<file path="src/rtl/mem_access_unit.sv">
// Load/store front end for a 1024 x 32 word-addressed data RAM.
// Byte-addressed requests of byte/half/word size; sub-word stores are
// done as read-modify-write, loads are sign- or zero-extended.
//
// state | meaning
// ------+----------------------------------------------------------
// IDLE  | ready for a new request or clear
// RD    | RAM word addressed; load result or RMW merge is registered
// WR    | mem_store high, registered word written at the next edge
// CLR   | mem_clear high for one cycle
// RESP  | resp_valid high for one cycle, then back to IDLE
module mem_access_unit #(
    parameter int ADDR_W = 12,
    parameter int DATA_W = 32
) (
    input  logic              clk,
    input  logic              rst,
    input  logic              req_valid,
    output logic              req_ready,
    input  logic              req_we,
    input  logic [1:0]        req_size,
    input  logic              req_signed,
    input  logic [ADDR_W-1:0] req_addr,
    input  logic [DATA_W-1:0] req_wdata,
    input  logic              clear_req,
    output logic              resp_valid,
    output logic              resp_err,
    output logic [DATA_W-1:0] resp_rdata,
    output logic [ADDR_W-3:0] mem_addr,
    output logic [DATA_W-1:0] mem_wdata,
    output logic              mem_store,
    output logic              mem_clear,
    input  logic [DATA_W-1:0] ram_rdata
);

    typedef enum logic [2:0] {IDLE, RD, WR, CLR, RESP} state_t;

    state_t      state;
    logic [1:0]  lane;
    logic [1:0]  size;
    logic        we;
    logic        sgn;
    logic [15:0] wdata_lo;

    logic        misaligned;
    logic [7:0]  byte_sel;
    logic [15:0] half_sel;
    logic [31:0] load_val;
    logic [31:0] merged;

    // Strobes come straight from the state register so reset removes them at once.
    assign mem_store = (state == WR);
    assign mem_clear = (state == CLR);

    // Alignment check on the incoming request; size 11 is always an error.
    always_comb begin
        misaligned = 1'b0;
        case (req_size)
            2'b01:   misaligned = req_addr[0];
            2'b10:   misaligned = (req_addr[1:0] != 2'b00);
            2'b11:   misaligned = 1'b1;
            default: misaligned = 1'b0;
        endcase
    end

    // Lane extraction/extension for loads and lane replacement for RMW stores.
    always_comb begin
        byte_sel = ram_rdata[7:0];
        case (lane)
            2'd1:    byte_sel = ram_rdata[15:8];
            2'd2:    byte_sel = ram_rdata[23:16];
            2'd3:    byte_sel = ram_rdata[31:24];
            default: byte_sel = ram_rdata[7:0];
        endcase
        half_sel = lane[1] ? ram_rdata[31:16] : ram_rdata[15:0];

        case (size)
            2'b00:   load_val = {{24{sgn & byte_sel[7]}}, byte_sel};
            2'b01:   load_val = {{16{sgn & half_sel[15]}}, half_sel};
            default: load_val = ram_rdata;
        endcase

        merged = ram_rdata;
        if (size == 2'b00) begin
            case (lane)
                2'd1:    merged[15:8]  = wdata_lo[7:0];
                2'd2:    merged[23:16] = wdata_lo[7:0];
                2'd3:    merged[31:24] = wdata_lo[7:0];
                default: merged[7:0]   = wdata_lo[7:0];
            endcase
        end else if (lane[1]) begin
            merged[31:16] = wdata_lo;
        end else begin
            merged[15:0] = wdata_lo;
        end
    end

    // Sequencer with registered outputs; mem_addr only moves on an accepted RAM access.
    always_ff @(posedge clk or posedge rst) begin
        if (rst) begin
            state      <= IDLE;
            req_ready  <= 1'b1;
            resp_valid <= 1'b0;
            resp_err   <= 1'b0;
            resp_rdata <= '0;
            mem_addr   <= '0;
            mem_wdata  <= '0;
            lane       <= 2'b00;
            size       <= 2'b00;
            we         <= 1'b0;
            sgn        <= 1'b0;
            wdata_lo   <= '0;
        end else begin
            resp_valid <= 1'b0;
            case (state)
                IDLE: begin
                    if (clear_req) begin
                        state      <= CLR;
                        req_ready  <= 1'b0;
                        resp_err   <= 1'b0;
                        resp_rdata <= '0;
                    end else if (req_valid) begin
                        req_ready  <= 1'b0;
                        resp_rdata <= '0;
                        lane       <= req_addr[1:0];
                        size       <= req_size;
                        we         <= req_we;
                        sgn        <= req_signed;
                        wdata_lo   <= req_wdata[15:0];
                        if (misaligned) begin
                            resp_err   <= 1'b1;
                            resp_valid <= 1'b1;
                            state      <= RESP;
                        end else begin
                            resp_err <= 1'b0;
                            mem_addr <= req_addr[ADDR_W-1:2];
                            if (req_we && req_size == 2'b10) begin
                                mem_wdata <= req_wdata;
                                state     <= WR;
                            end else begin
                                state <= RD;
                            end
                        end
                    end
                end
                RD: begin
                    if (we) begin
                        mem_wdata <= merged;
                        state     <= WR;
                    end else begin
                        resp_rdata <= load_val;
                        resp_valid <= 1'b1;
                        state      <= RESP;
                    end
                end
                WR, CLR: begin
                    resp_valid <= 1'b1;
                    state      <= RESP;
                end
                RESP: begin
                    req_ready <= 1'b1;
                    state     <= IDLE;
                end
                default: begin
                    req_ready <= 1'b1;
                    state     <= IDLE;
                end
            endcase
        end
    end

endmodule

</file>
<file path="config.mk">
export PLATFORM = sky130hd
export DESIGN_NAME = mem_access_unit
export DESIGN_NICKNAME = d
export VERILOG_FILES = /design/src/rtl/mem_access_unit.sv
export SDC_FILE = /design/constraint.sdc
export NUM_CORES = 1
export LEC_CHECK = 0
export CORE_MARGIN = 3
export CORE_UTILIZATION = 51
export DETAILED_ROUTE_END_ITERATION = 10
export MAX_ROUTING_LAYER = met4
export PLACE_DENSITY = 0.9
export SETUP_SLACK_MARGIN = 0.2
export SKIP_CTS_REPAIR_TIMING = 1
export SLEW_MARGIN = 25
export SYNTH_ARGS = -nofsm -noshare
export SYNTH_HDL_FRONTEND = slang
export SYNTH_SLANG_ARGS = --single-unit
export TNS_END_PERCENT = 1
</file>
<file path="constraint.sdc">
create_clock -name clk -period 5.53 [get_ports clk]
set_clock_uncertainty 0.1 [all_clocks]
set_input_delay 0.8295 -clock clk [delete_from_list [all_inputs] [get_ports clk]]
set_output_delay 0.8295 -clock clk [all_outputs]
set_load 0.03 [all_outputs]
</file>
### Word-level counts from Yosys, hierarchy flattened

Cells that the tools add are included.

| storage, ports and cells | value |
|---|---|
| register bits after elaboration | 102 |
| input bits | 84 |
| output and inout port bits | 79 |
| word-level logic and storage cells | 86 |

| cells by class | value |
|---|---|
| equality and inequality tests | 17 |
| multiplexer cells | 37 |
| bitwise gates (word level) | 5 |
| reduce and logical (&&, ||, !) cells | 15 |

Operator list:

| operator | count |
|---|---|
| 2-to-1 mux 32 bit | 9 |
| case mux 32 bit (2 select lines) | 3 |
| 2-to-1 mux 16 bit | 3 |
| 2-to-1 mux 8 bit | 4 |
| case mux 8 bit (3 select lines) | 1 |
| 2-to-1 mux 3 bit | 4 |
| != test 2 bit (second input constant) | 6 |
| case mux 3 bit (3 select lines) | 1 |
| equality test 2 bit (second input constant) | 4 |
| 2-to-1 mux 1 bit | 8 |
| equality test 2 x 1 -> 1 bit (second input constant) | 3 |
| equality test 3 x 2 -> 1 bit (second input constant) | 2 |
| case mux 1 bit (3 select lines) | 2 |
| AND reduction 3 bit | 2 |
| AND reduction 6 bit | 1 |
| nonzero test 2 bit | 3 |
| OR reduction 3 bit | 2 |
| AND reduction 2 bit | 2 |
| AND reduction 4 bit | 1 |
| equality test 3 x 1 -> 1 bit (second input constant) | 1 |
| zero test 3 bit | 1 |
| != test 3 bit (second input constant) | 1 |
| NOT 1 bit | 3 |
| AND 1 bit | 2 |
| other kinds (5) | 5 |

### Longest topological paths before layout

| logic depth | value |
|---|---|
| depth in word-level cells | 7 |
| gate-level depth with buffers | 7 |
| gate-level depth less buffers | 4 |

### Worst setup path before layout

Ideal clock, no wire load.

| path | value |
|---|---|
| kind | input to register |
| start point | input req_addr[0] |
| end point | register mem_wdata[16] |
| setup time | 0.095 ns |
| data arrival time | 2.113 ns |
| data required time | 5.335 ns |
| path slack | 3.222 ns |
| stages on the path | 5 |
| buffers on the path | 1 |
| cells stage by stage | or4_1 > o21ai_2 > nand2_2 > buf_2 > o31ai_1 |

| on the way | value |
|---|---|
| longest elaborated chain between the ends | 4 |

Ends and longest elaborated chain:

| what | RTL line | source |
|---|---|---|
| start, declared | 23 | `input logic [ADDR_W-1:0] req_addr,` |
| nonzero test 2 bit | 60 | `2'b10: misaligned = (req_addr[1:0] != 2'b00);` |
| case mux 1 bit (3 select lines) (*) | 58 | `case (req_size)` |
| != test 2 bit (no line) (*) | n/a |  |
| AND reduction 6 bit (no line) (*) | n/a |  |
| end signal, assigned | 138 | `mem_wdata <= req_wdata;` |
| end signal, assigned | 148 | `mem_wdata <= merged;` |
| end, declared | 30 | `output logic [DATA_W-1:0] mem_wdata,` |

Mark *: on every way between the ends. The rest lies on a longest branch, timed or not.
A chain may end at the register's enable or synchronous reset.

### Worst setup path after layout

| path | value |
|---|---|
| start point | register state[0] |
| end point | output mem_clear |

| on the way | value |
|---|---|
| longest elaborated chain between the ends | 1 |

Ends and longest elaborated chain:

| what | RTL line | source |
|---|---|---|
| start, declared | 38 | `state_t state;` |
| start signal, assigned | 101 | `state <= IDLE;` |
| start signal, assigned | 118 | `state <= CLR;` |
| start signal, assigned | 133 | `state <= RESP;` |
| equality test 3 x 2 -> 1 bit | 53 | `assign mem_clear = (state == CLR);` |
| end, declared | 32 | `output logic mem_clear,` |

Every way passes these cells.

==> results_dict.tcl <==
set metrics [dict create \
    cts-root-buf "clkbuf_8" \
    fp.dieW_um 108 \
    netlist_top_cells_area "dfrtp_1, mux2_2, o21ai_0" \
    synth-seq-cells 102 \
    start_util_pct 53.5 \
    setup_violations 0 \
    track_usage_pct 29.9 \
    place_congestion 0.906 \
    critical_path_class "flip-flop to output port" \
    viasPerCell 6.45 \
    max_stage_delay_ns 0.91 \
    final.setup.tns_ns 0 \
    row_count 36 \
    area_delta_synth_final_pct 35.4 \
    fmax_mhz 251 \
    startpoint_type "flip-flop" \
    drv_cap 0 \
    portBuffers 162 \
    crit_fanout 26 \
    drive_gt1_share_pct 11.1 \
    critPathSlowestCell "dfrtp_1" \
    post-route-min-period_ns 3.99 \
    status "finished clean" \
    cp-end-kind "output port" \
    layout_commonest_cell "clkdlybuf4s50_1" \
    leakagePower_nw 2.81 \
    mostFrequentLayoutCells "clkdlybuf4s50_1, dfrtp_1, o21ai_0, a21oi_1, nor2_1" \
    synth_cell_types 50 \
    pin_count 163 \
    grt-ovfl-total 0 \
    hold_viol 0 \
    clock_sinks 102 \
    n_fill_cell 709 \
    synth_fp_nets 612 \
    setup_slack_ns 1.54 \
    rr_worst_depth 4 \
    drt_iter0_drc 487 \
    p_per_area_nw_per_um2 623 \
    slew_headroom_pct 29.5 \
    synth_top_area_cell "dfrtp_1" \
    worstHoldPathCells 2 \
    cts-buffers-inserted 9 \
    worst_pin_slew_ns 1.06 \
    cts_buffer_depth 2 \
    syn_area_um2 5320 \
    syn_avg_cell_area_um2 10.1 \
    ant_nets 0 \
    nNetsFinal 747 \
    core-area_um2 9950 \
    path_clk_slew_ns 0.10 \
    die_h_um 108 \
    period_share_pct 72.1 \
    dr_total_vias 5168 \
    synthCells 528 \
    grt_antenna_before_repair 0 \
    yosys_warnings 0 \
    finalWirelength_mm 17.0 \
    htreeDepth 3 \
    synth_top_area_share_pct 47.5 \
    cts_tree "yes" \
    ys_seq_area_share_pct 48.0 \
    path_cells "clkinv_1 > nor2_1 > clkdlybuf4s50_1" \
    grt_pass1_vias 5003 \
    drcViolationCount 0 \
    hpwlAfterDp_mm 12.5 \
    post_drt_wl_per_cell_um 21.2 \
    drt_first_pass_iters 5 \
    maxSlewViolCount 0 \
    arrival_ns 3.06 \
    hold_path.class "flip-flop to flip-flop" \
    dieArea_um2 11700 \
    grt_max_degree 60 \
    worst_ir_drop_vdd_mv 0.334 \
    rsz0062_at_grt "no" \
    antennaDiodeCount 0 \
    grt_pass1_wl_mm 26.4 \
    clk_latency_ns 0.36 \
    dp_slack_ns 2.02 \
    cp_data_required_time_ns 4.60 \
]
[power by group]
part           total [mW]  switching (mW)  internal, mW
sequential           1.42           0.324          1.10
combinational        2.55            1.52          1.04
clock               0.511           0.255         0.256
[cells in the mapped netlist (all sizes together)]
cell	n
nand2	29
nor2b	3
nand4	1
nand2b	6
and3	1
o31ai	25
and2	1
o21a	2
dfrtp	101
nand3	3
o211a	1
o211ai	8
clkinv	1
nor3	1
a21oi	49
o21ba	8
o311ai	1
or2	2
nor3b	9
buf	18
or3b	1
inv	5
a21o	1
or4	1
nor2	36
nor4b	8
o221a	1
dfstp	1
a31oi	16
o221ai	9
mux2i	8
o21ai	52
mux2	33
clkbuf	28
a311oi	6
a211oi	16
nand4b	1
a21boi	8
a221o	16
o2bb2ai	1
o22a	1
a2111oi	1
nand3b	7
or2b	1
[metal layers]
metal,wire [um],global-route usage [%],up-vias
li1,-,-,2266
met2,8380,47.7,348
met1,6410,38.1,2491
met5,0,-,-
met4,599,12.2,0
met3,1570,4.96,63
[critical path: cells and delay by family (launching register included)]
family,cells,cell delay [ns]
buf+inv,2,1.49
flops,1,0.91
simple gates,1,0.29
[sequential cells by signal (all words and copies together), names as in the netlist]
name and count:
lane 2, resp_err 1, sgn 1, mem_wdata 32
resp_rdata 32, resp_valid 1, req_ready 1, we 1
state 3, size 2, wdata_lo 16, mem_addr 10
[worst paths after layout]
path | from | to | slack [ns]
max | state[0]$_DFFE_PP0P_ | mem_clear | 1.54
max reg2reg | state[0]$_DFFE_PP0P_ | mem_wdata[15]$_DFFE_PP0P_ | 2.06
min | req_ready$_DFFE_PP1P_ | req_ready$_DFFE_PP1P_ | 0.39
min in group asynchronous | rst | resp_rdata[25]$_DFFE_PP0P_ | 0.74
max in group asynchronous | rst | resp_rdata[4]$_DFFE_PP0P_ | 3.43
min reg2reg | req_ready$_DFFE_PP1P_ | req_ready$_DFFE_PP1P_ | 0.39
[final cells by class]
type	instances	area (um2)	share of cell area, %
well taps	133	166	2.31
inverters	6	25.0	0.347
flip-flops and latches	102	2550	35.4
clock inverters	5	83.8	1.16
repair buffers	170	1680	23.3
clock buffers	11	131	1.82
multi-input cells	374	2560	35.6
[kinds of logic after synthesis]
kind of cell / share of synthesized area (%)
mux: 8.49
flops: 48.0
compound gates: 28.3
buf+inv: 4.25
simple gates: 11.0
[through the flow]
step | instance area (um2) | std cells | power (mW) | hold slack (ns) | util [%]
finish | 7200 | 801 | 4.49 | 0.388 | 72.4
detailed placement | 6990 | 785 | 3.94 | 0.367 | 70.2
CTS | 7200 | 801 | 4.46 | 0.390 | 72.3
global route | 7200 | 801 | 4.73 | 0.409 | 72.4
global placement | 6990 | 785 | 3.85 | 0.367 | 70.2
floorplan | 5320 | 528 | 3.00 | 0.368 | -
Note: power is estimated with default switching activity, not from simulation.
